[src/rtl/mem_1r1w_masked_mbist_if.sv]
// Port bundle between the MBIST engine (master) and a 1r1w byte-masked memory wrapper (slave).
interface mem_1r1w_masked_mbist_if #(
  parameter int ADDR_W = 5,
  parameter int WIDTH  = 64,
  parameter int MASK_W = 8
);
  logic [ADDR_W-1:0] R0_addr;
  logic              R0_en;
  logic [WIDTH-1:0]  R0_data;
  logic [ADDR_W-1:0] W0_addr;
  logic              W0_en;
  logic [WIDTH-1:0]  W0_data;
  logic [MASK_W-1:0] W0_mask;

  modport master (
    output R0_addr, R0_en,
    input  R0_data,
    output W0_addr, W0_en, W0_data, W0_mask
  );

  modport slave (
    input  R0_addr, R0_en,
    output R0_data,
    input  W0_addr, W0_en, W0_data, W0_mask
  );
endinterface

[src/rtl/mem_1r1w_masked_mbist.sv]
// March C- plus byte-mask BIST engine for a 1r1w masked memory; reports pass or the
// first failing address and march element.
module mem_1r1w_masked_mbist #(
  parameter int ADDR_W = 5,
  parameter int WIDTH  = 64,
  parameter int MASK_W = 8
) (
  input  logic                    clock,
  input  logic                    reset,
  input  logic                    start,
  output logic                    busy,
  output logic                    done,
  output logic                    pass,
  output logic [ADDR_W-1:0]       fail_addr,
  output logic [2:0]              fail_element,
  mem_1r1w_masked_mbist_if.master mem
);
  typedef enum logic [1:0] {ST_IDLE, ST_RUN, ST_DRAIN, ST_DONE} state_t;

  localparam logic [ADDR_W-1:0] LAST_ADDR = '1;
  localparam logic [WIDTH-1:0]  ALL_ONES  = '1;

  function automatic logic [MASK_W-1:0] odd_byte_mask();
    logic [MASK_W-1:0] m;
    for (int i = 0; i < MASK_W; i++) m[i] = (i % 2 == 1);
    return m;
  endfunction

  function automatic logic [WIDTH-1:0] odd_byte_pattern();
    logic [WIDTH-1:0] p;
    for (int i = 0; i < MASK_W; i++) p[8*i +: 8] = (i % 2 == 1) ? 8'hFF : 8'h00;
    return p;
  endfunction

  localparam logic [MASK_W-1:0] ODD_MASK    = odd_byte_mask();
  localparam logic [WIDTH-1:0]  ODD_PATTERN = odd_byte_pattern();

  state_t            state_q, state_d;
  logic [2:0]        elem_q, elem_d;
  logic [ADDR_W-1:0] addr_q, addr_d;
  logic              phase_q, phase_d;
  logic              cmp_valid_q, cmp_valid_d;
  logic [WIDTH-1:0]  cmp_exp_q, cmp_exp_d;
  logic [ADDR_W-1:0] cmp_addr_q, cmp_addr_d;
  logic [2:0]        cmp_elem_q, cmp_elem_d;
  logic              done_q, done_d;
  logic              pass_q, pass_d;
  logic [ADDR_W-1:0] fail_addr_q, fail_addr_d;
  logic [2:0]        fail_elem_q, fail_elem_d;

  logic              elem_rw, elem_down, elem_ro, elem_wo;
  logic              rd_cycle, wr_cycle, step_done, addr_done, mismatch;
  logic [WIDTH-1:0]  rd_exp, wr_data;
  logic [MASK_W-1:0] wr_mask;

  // Element decode: E1-E4 are r,w pairs (phase 0 reads, phase 1 writes), E3/E4 walk down.
  always_comb begin
    elem_rw   = (elem_q >= 3'd1) && (elem_q <= 3'd4);
    elem_down = (elem_q == 3'd3) || (elem_q == 3'd4);
    elem_ro   = (elem_q == 3'd5) || (elem_q == 3'd7);
    elem_wo   = (elem_q == 3'd0) || (elem_q == 3'd6);
    rd_exp    = '0;
    wr_data   = '0;
    wr_mask   = '1;
    case (elem_q)
      3'd2, 3'd4: rd_exp = ALL_ONES;
      3'd7:       rd_exp = ODD_PATTERN;
      default:    rd_exp = '0;
    endcase
    case (elem_q)
      3'd1, 3'd3, 3'd6: wr_data = ALL_ONES;
      default:          wr_data = '0;
    endcase
    if (elem_q == 3'd6) wr_mask = ODD_MASK;
    rd_cycle  = (state_q == ST_RUN) && (elem_ro || (elem_rw && !phase_q));
    wr_cycle  = (state_q == ST_RUN) && (elem_wo || (elem_rw && phase_q));
    step_done = !elem_rw || phase_q;
    addr_done = elem_down ? (addr_q == '0) : (addr_q == LAST_ADDR);
    mismatch  = cmp_valid_q && (mem.R0_data != cmp_exp_q);
  end

  always_comb begin
    state_d     = state_q;
    elem_d      = elem_q;
    addr_d      = addr_q;
    phase_d     = phase_q;
    cmp_valid_d = 1'b0;
    cmp_exp_d   = cmp_exp_q;
    cmp_addr_d  = cmp_addr_q;
    cmp_elem_d  = cmp_elem_q;
    done_d      = done_q;
    pass_d      = pass_q;
    fail_addr_d = fail_addr_q;
    fail_elem_d = fail_elem_q;
    case (state_q)
      ST_IDLE, ST_DONE: begin
        if (start) begin
          state_d     = ST_RUN;
          elem_d      = '0;
          addr_d      = '0;
          phase_d     = 1'b0;
          done_d      = 1'b0;
          pass_d      = 1'b0;
          fail_addr_d = '0;
          fail_elem_d = '0;
        end
      end
      ST_RUN: begin
        cmp_valid_d = rd_cycle;
        cmp_exp_d   = rd_exp;
        cmp_addr_d  = addr_q;
        cmp_elem_d  = elem_q;
        if (mismatch) begin
          // The command already on the ports this cycle still lands; nothing follows it.
          state_d     = ST_DONE;
          cmp_valid_d = 1'b0;
          done_d      = 1'b1;
          fail_addr_d = cmp_addr_q;
          fail_elem_d = cmp_elem_q;
        end else if (!step_done) begin
          phase_d = 1'b1;
        end else begin
          phase_d = 1'b0;
          if (!addr_done) begin
            addr_d = elem_down ? addr_q - 1'b1 : addr_q + 1'b1;
          end else if (elem_q == 3'd7) begin
            state_d = ST_DRAIN;
          end else begin
            elem_d = elem_q + 3'd1;
            addr_d = ((elem_q == 3'd2) || (elem_q == 3'd3)) ? LAST_ADDR : '0;
          end
        end
      end
      ST_DRAIN: begin
        state_d = ST_DONE;
        done_d  = 1'b1;
        if (mismatch) begin
          fail_addr_d = cmp_addr_q;
          fail_elem_d = cmp_elem_q;
        end else begin
          pass_d = 1'b1;
        end
      end
      default: state_d = ST_IDLE;
    endcase
  end

  always_ff @(posedge clock or posedge reset) begin
    if (reset) begin
      state_q     <= ST_IDLE;
      elem_q      <= '0;
      addr_q      <= '0;
      phase_q     <= 1'b0;
      cmp_valid_q <= 1'b0;
      cmp_exp_q   <= '0;
      cmp_addr_q  <= '0;
      cmp_elem_q  <= '0;
      done_q      <= 1'b0;
      pass_q      <= 1'b0;
      fail_addr_q <= '0;
      fail_elem_q <= '0;
    end else begin
      state_q     <= state_d;
      elem_q      <= elem_d;
      addr_q      <= addr_d;
      phase_q     <= phase_d;
      cmp_valid_q <= cmp_valid_d;
      cmp_exp_q   <= cmp_exp_d;
      cmp_addr_q  <= cmp_addr_d;
      cmp_elem_q  <= cmp_elem_d;
      done_q      <= done_d;
      pass_q      <= pass_d;
      fail_addr_q <= fail_addr_d;
      fail_elem_q <= fail_elem_d;
    end
  end

  // Commands decode straight from the state registers so an asynchronous reset silences them at once.
  assign mem.R0_en   = rd_cycle;
  assign mem.R0_addr = rd_cycle ? addr_q : '0;
  assign mem.W0_en   = wr_cycle;
  assign mem.W0_addr = wr_cycle ? addr_q : '0;
  assign mem.W0_data = wr_cycle ? wr_data : '0;
  assign mem.W0_mask = wr_cycle ? wr_mask : '0;

  assign busy         = (state_q == ST_RUN) || (state_q == ST_DRAIN);
  assign done         = done_q;
  assign pass         = pass_q;
  assign fail_addr    = fail_addr_q;
  assign fail_element = fail_elem_q;
endmodule

[src/flat_wrapper.sv]
// flat-port wrapper written by rule: the top's interface ports become plain ports
module mem_1r1w_masked_mbist_flat 
#(
  parameter int ADDR_W = 5,
  parameter int WIDTH  = 64,
  parameter int MASK_W = 8
)
  (clock, reset, start, busy, done, pass, fail_addr, fail_element, mem_R0_addr, mem_R0_en, mem_R0_data, mem_W0_addr, mem_W0_en, mem_W0_data, mem_W0_mask);
  mem_1r1w_masked_mbist_if #(.ADDR_W(ADDR_W), .WIDTH(WIDTH), .MASK_W(MASK_W)) mem_i ();
  input  logic clock;
  input  logic reset;
  input  logic start;
  output logic busy;
  output logic done;
  output logic pass;
  output logic [ADDR_W-1:0] fail_addr;
  output logic [2:0] fail_element;
  output wire logic [$bits(mem_i.R0_addr)-1:0] mem_R0_addr;
  output wire logic [$bits(mem_i.R0_en)-1:0] mem_R0_en;
  input wire logic [$bits(mem_i.R0_data)-1:0] mem_R0_data;
  output wire logic [$bits(mem_i.W0_addr)-1:0] mem_W0_addr;
  output wire logic [$bits(mem_i.W0_en)-1:0] mem_W0_en;
  output wire logic [$bits(mem_i.W0_data)-1:0] mem_W0_data;
  output wire logic [$bits(mem_i.W0_mask)-1:0] mem_W0_mask;
  assign mem_R0_addr = mem_i.R0_addr;
  assign mem_R0_en = mem_i.R0_en;
  assign mem_i.R0_data = mem_R0_data;
  assign mem_W0_addr = mem_i.W0_addr;
  assign mem_W0_en = mem_i.W0_en;
  assign mem_W0_data = mem_i.W0_data;
  assign mem_W0_mask = mem_i.W0_mask;
  mem_1r1w_masked_mbist #(.ADDR_W(ADDR_W), .WIDTH(WIDTH), .MASK_W(MASK_W)) u_core (.clock(clock), .reset(reset), .start(start), .busy(busy), .done(done), .pass(pass), .fail_addr(fail_addr), .fail_element(fail_element), .mem(mem_i));
endmodule
[config.mk]
export PLATFORM = sky130hd
export DESIGN_NAME = mem_1r1w_masked_mbist_flat
export DESIGN_NICKNAME = d
export VERILOG_FILES = /design/src/rtl/mem_1r1w_masked_mbist_if.sv /design/src/rtl/mem_1r1w_masked_mbist.sv /design/src/flat_wrapper.sv
export SDC_FILE = /design/constraint.sdc
export NUM_CORES = 1
export LEC_CHECK = 0
export ABC_CLOCK_PERIOD_IN_PS = 8750
export BUFFER_PORTS_ARGS = -buffer_cell sky130_fd_sc_hd__buf_4
export CELL_PAD_IN_SITES_DETAIL_PLACEMENT = 1
export CELL_PAD_IN_SITES_GLOBAL_PLACEMENT = 1
export CORE_MARGIN = 2
export CORE_UTILIZATION = 33
export CTS_CLUSTER_SIZE = 10
export DETAILED_ROUTE_END_ITERATION = 10
export PLACE_DENSITY_LB_ADDON = 0.12
export SYNTH_ARGS = -nofsm -noshare
export SYNTH_HDL_FRONTEND = slang
export SYNTH_SLANG_ARGS = --single-unit
[constraint.sdc]
create_clock -name clock -period 8.75 [get_ports clock]
set_input_delay 1.3125 -clock clock [delete_from_list [all_inputs] [get_ports clock]]
set_output_delay 1.3125 -clock clock [all_outputs]
set_load 0.01 [all_outputs]
Yosys cells after proc, flatten, opt, wreduce, memory -nomap -nowiden
Cells that the tools add are included.
{"block": "totals", "output_inout_bits": 95, "in_bits": 67, "ff_bits": 94, "elab_cells": 115}
{"block": "op_classes", "muxes": 42, "n_eq_ne": 24, "add_sub_neg": 3, "n_lt_le_gt_ge": 2, "n_reduce_logical": 32}
{"cell": "64-bit 2-to-1 mux", "n": 2}
{"cell": "64-bit one-hot mux with 2 select lines", "n": 1}
{"cell": "64-bit inequality test", "n": 1}
{"cell": "5-bit 2-to-1 mux", "n": 10}
{"cell": "5-bit one-hot mux with 2 select lines", "n": 2}
{"cell": "3-bit 2-to-1 mux", "n": 6}
{"cell": "3-bit equality test, second input constant", "n": 4}
{"cell": "3-bit one-hot mux with 2 select lines", "n": 2}
{"cell": "2-bit 2-to-1 mux", "n": 5}
{"cell": "1-bit logical OR", "n": 8}
{"cell": "1-bit 2-to-1 mux", "n": 8}
{"cell": "8-bit 2-to-1 mux", "n": 1}
{"cell": "2-bit by 1-bit inequality test with 1-bit output, second input constant", "n": 4}
{"cell": "2-bit inequality test, second input constant", "n": 4}
{"cell": "7-bit 2-to-1 mux", "n": 1}
{"cell": "3-bit by 2-bit equality test with 1-bit output, second input constant", "n": 2}
{"cell": "1-bit logical AND", "n": 6}
{"cell": "3-bit by 1-bit inequality test with 1-bit output, second input constant", "n": 2}
{"cell": "2-bit one-hot mux with 3 select lines", "n": 1}
{"cell": "3-bit AND reduction", "n": 2}
{"cell": "6-bit AND reduction", "n": 1}
{"cell": "2-bit OR reduction", "n": 3}
{"cell": "5-bit by 1-bit adder with 5-bit output, second input constant", "n": 1}
{"cell": "5-bit equality test, second input constant", "n": 1}
{"cell": "other kinds (20)", "n": 25}

Longest topological paths before layout
{"block": "logic_depth", "depth_word": 8, "mapped_depth": 11, "depth_no_buf": 11}

Worst setup path before layout
Ideal clock, no wire load.
{"block": "synth_timing", "path_kind": "reg2out", "from": "register u_core.elem_q[0]", "to": "output mem_W0_data[10]", "path_stages_with_launch": 8, "arrival_time_ns": 5.440, "n_path_buf": 1, "setup_slack_ns": 1.997, "required_ns": 7.438, "cell_sequence": "dfrtp_1 > inv_1 > ha_1 > nor2b_1 > a21o_1 > o221a_2 > a211oi_1 > buf_4"}
{"block": "synth_via", "elab_chain_cells": 6, "word_cells_on_any_way": 14}
{"element": "from (decl)", "line": "mem_1r1w_masked_mbist.sv:39", "rtl": "logic [2:0] elem_q, elem_d;"}
{"element": "from (signal assigned)", "line": "mem_1r1w_masked_mbist.sv:164", "rtl": "elem_q <= elem_d;"}
{"element": "3-bit by 1-bit >= comparator with 1-bit output / 3-bit <= comparator (equally long branches)", "line": "mem_1r1w_masked_mbist.sv:58", "rtl": "elem_rw = (elem_q >= 3'd1) && (elem_q <= 3'd4);"}
{"element": "1-bit logical AND", "line": "mem_1r1w_masked_mbist.sv:58"}
{"element": "1-bit logical AND", "line": "mem_1r1w_masked_mbist.sv:76", "rtl": "wr_cycle = (state_q == ST_RUN) && (elem_wo || (elem_rw && phase_q));"}
{"element": "1-bit logical OR", "line": "mem_1r1w_masked_mbist.sv:76"}
{"element": "1-bit logical AND", "line": "mem_1r1w_masked_mbist.sv:76"}
{"element": "64-bit 2-to-1 mux *", "line": "mem_1r1w_masked_mbist.sv:183", "rtl": "assign mem.W0_data = wr_cycle ? wr_data : '0;"}
{"element": "to (decl)", "line": "flat_wrapper.sv:23", "rtl": "output wire logic [$bits(mem_i.W0_data)-1:0] mem_W0_data;"}
Mark *: on every way between the ends. The rest lies on a longest branch, timed or not.

Worst setup path after layout
{"block": "layout_timing", "from": "register u_core.elem_q[0]", "to": "output mem_W0_data[34]"}
Same word-level chain as after synthesis.

==> impl_metrics.env <==
export IMPL_synth_top_area_share_pct=28.5
export IMPL_crit_path_end_kind="output pin"
export IMPL_rsz0062_at_grt="false"
export IMPL_cap_violations=0
export IMPL_antenna_left=0
export IMPL_synth_edf_count=0
export IMPL_seq_area_frac_synth_pct=28.5
export IMPL_power_density_nw_per_um2=168
export IMPL_setup_worst_path_class="reg2out"
export IMPL_clock_path_buffers=2
export IMPL_drtIter0Drc=60
export IMPL_grt_usage_pct=18.7
export IMPL_routed_via_density=5.11
export IMPL_start_util_pct=34.0
export IMPL_cp_required_ns=7.44
export IMPL_drt_wl_total_mm=8.82
export IMPL_status="finished, final reports clean"
export IMPL_slew_headroom_pct=48.4
export IMPL_syn_area_sq_um=2810
export IMPL_arrival_ns=2.63
export IMPL_startpoint_type="flip-flop"
export IMPL_cts_made_buffers=5
export IMPL_yosys_top_cells_count="buf_4 (71), dfrtp_1 (32), nand2_1 (24)"
export IMPL_insertion_delay_ns=0.28
export IMPL_grt_pass1_wl_mm=13.4
export IMPL_clkSinkCount=32
export IMPL_critPathMaxFanout=64
export IMPL_dp_hpwl_mm=7.04
export IMPL_dp_slack_ns=5.07
export IMPL_layout_drive_gt1_share_pct=41.8
export IMPL_synth_most_common_cell="buf_4"
export IMPL_worst_pin_slew_ns=0.771
export IMPL_fillCellCount=1052
export IMPL_vias=2761
export IMPL_area_growth_pct=32.7
export IMPL_ctsHtreeMaxLevel=2
export IMPL_cts_resized=0
export IMPL_final_nets=513
export IMPL_die_h_um=96.3
export IMPL_floorplan_die_area_sq_um=9270
export IMPL_synthArstFlopShare_pct=100
export IMPL_hold_viol=0
export IMPL_clockRootBuffer="clkbuf_8"
export IMPL_post_route_period_util_pct=45.1
export IMPL_p_leak_nw=1.87
export IMPL_fmax_mhz=254
export IMPL_antenna_cells=0
export IMPL_drv_slew=0
export IMPL_gp_congestion=0.790
export IMPL_cts_tree="done"
export IMPL_drtPass1Iterations=4
export IMPL_syn_nets=420
export IMPL_coreArea_sq_um=8260
export IMPL_ys_flop_type="dfrtp_1"
export IMPL_skew_ns=0.00247
export IMPL_ys_ff_latch=32
export IMPL_synth_area_leaders="dfrtp_1 (28%), buf_4 (19%), ha_1 (4.9%)"
export IMPL_dp_cells=532
export IMPL_postCtsSetupBuffers=0
export IMPL_finalSetupViolCount=0
export IMPL_cts_hold_buf=0
export IMPL_fin_tns_setup_ns=0
export IMPL_fin_ws_ns=4.81
export IMPL_wl_per_cell_um=16.3
export IMPL_yosysTopAreaCell="dfrtp_1"
export IMPL_grt_max_degree=65
export IMPL_die_x_um=96.3
export IMPL_grt_pass1_vias=2676
export IMPL_synth_cell_types=47
export IMPL_clkTransAtPathRegs_ns=0.06
export IMPL_utilization_pct=45.2
export IMPL_overflow=0
export IMPL_port_buffer_count=161
export IMPL_antenna_found_initial=0
export IMPL_drc=0
export IMPL_post_synth_cell_area_avg_sq_um=8.24
export IMPL_ir_drop_uv=81.8
export IMPL_instances_no_fill=540
export IMPL_rows=33
export IMPL_min_period_ns=3.94
export IMPL_syn_instance_count=341
export IMPL_ioPinCount=162
export IMPL_hold_path_class="reg2reg"
export IMPL_yosysWarnings=0
-- flip-flops by register name, summed over array words and instances (netlist names) --
signal and cells:
u_core.cmp_elem_q 3, u_core.done 1, u_core.addr_q 5, u_core.phase_q 1, u_core.state_q 2, u_core.pass 1, u_core.elem_q 3, u_core.cmp_valid_q 1
u_core.cmp_addr_q 5, u_core.fail_element 3, u_core.fail_addr 5, u_core.cmp_exp_q 2
-- cell usage in the layout (no fill, tap or decap), types with 10 or more instances in the layout --
cell type / Yosys / layout
buf_4: 71 / 165
dfrtp_1: 32 / 32
nand2_1: 24 / 24
inv_1: 19 / 19
nor3_1: 17 / 17
nor2_1: 14 / 14
o21ai_1: 14 / 14
nand3_1: 11 / 11
or3_1: 11 / 11
ha_1: 11 / 11
nand4_1: 10 / 10
-- metal layers --
layer	global-route usage (%)	share of wire, %
met5	0	0
met4	4.46	1.5
met3	4.15	7.8
met2	33.5	50
met1	22.6	41
-- power by group --
part           leakage (nW)  internal [mW]  switching [mW]  total [mW]
clock                0.0455         0.0641          0.0536       0.118
combinational          1.40          0.127           0.179       0.306
sequential            0.431          0.172          0.0292       0.201
total                  1.87          0.363           0.262       0.625
-- worst max-delay path, stage by stage (launching register included) --
cell and delay, ns:
dfrtp_1 0.44, inv_1 0.13, ha_1 0.25, nor2b_1 0.08
a21o_1 0.17, o221a_2 0.33, a211oi_4 0.21, buf_4 0.48
buf_4 0.22
-- final cells by class --
class | count | area (sq um) | share of cell area [%]
timing repair buffer | 165 | 1240 | 33.2
multi-input combinational | 210 | 1390 | 37.4
clock buffer | 8 | 90.1 | 2.42
sequential | 32 | 801 | 21.5
inverter | 20 | 75.1 | 2.01
tap | 105 | 131 | 3.52
-- kinds of logic (layout without fill, tap and decap cells) --
logic type / after synthesis / after routing / share of synthesized area (%)
buffers and inverters: 99 / 193 / 22.8
adders and majority gates: 12 / 12 / 5.61
xor gates and xnor gates: 3 / 3 / 0.935
muxes: 12 / 12 / 4.45
AOI/OAI and AO/OA: 64 / 64 / 15.3
and+or+nand+nor: 119 / 119 / 22.4
DFF: 32 / 32 / 28.5
-- through the flow --
stage | instance area, sq um | total power, mW | hold slack, ns
after floorplan | 2810 | 0.400 | 0.473
after global placement | 3640 | 0.510 | 0.478
after detailed placement | 3640 | 0.515 | 0.475
after CTS | 3730 | 0.636 | 0.492
after global routing | 3730 | 0.675 | 0.515
final | 3730 | 0.625 | 0.485
-- final timing paths --
kind                                   from             endpoint  slack (ns)  cells after the start
max in group asynchronous             reset     u_core.addr_q[4]        7.33                      3
min in group asynchronous             reset  u_core.fail_addr[3]        1.12                      3
hold reg to reg                 u_core.done          u_core.done        0.49                      1
setup reg to reg           u_core.elem_q[0]     u_core.addr_q[4]        5.81                     11
setup / recovery           u_core.elem_q[0]      mem_W0_data[34]        4.81                      8
hold / removal                  u_core.done          u_core.done        0.49                      1
Note: power is estimated with default switching activity, not from simulation.
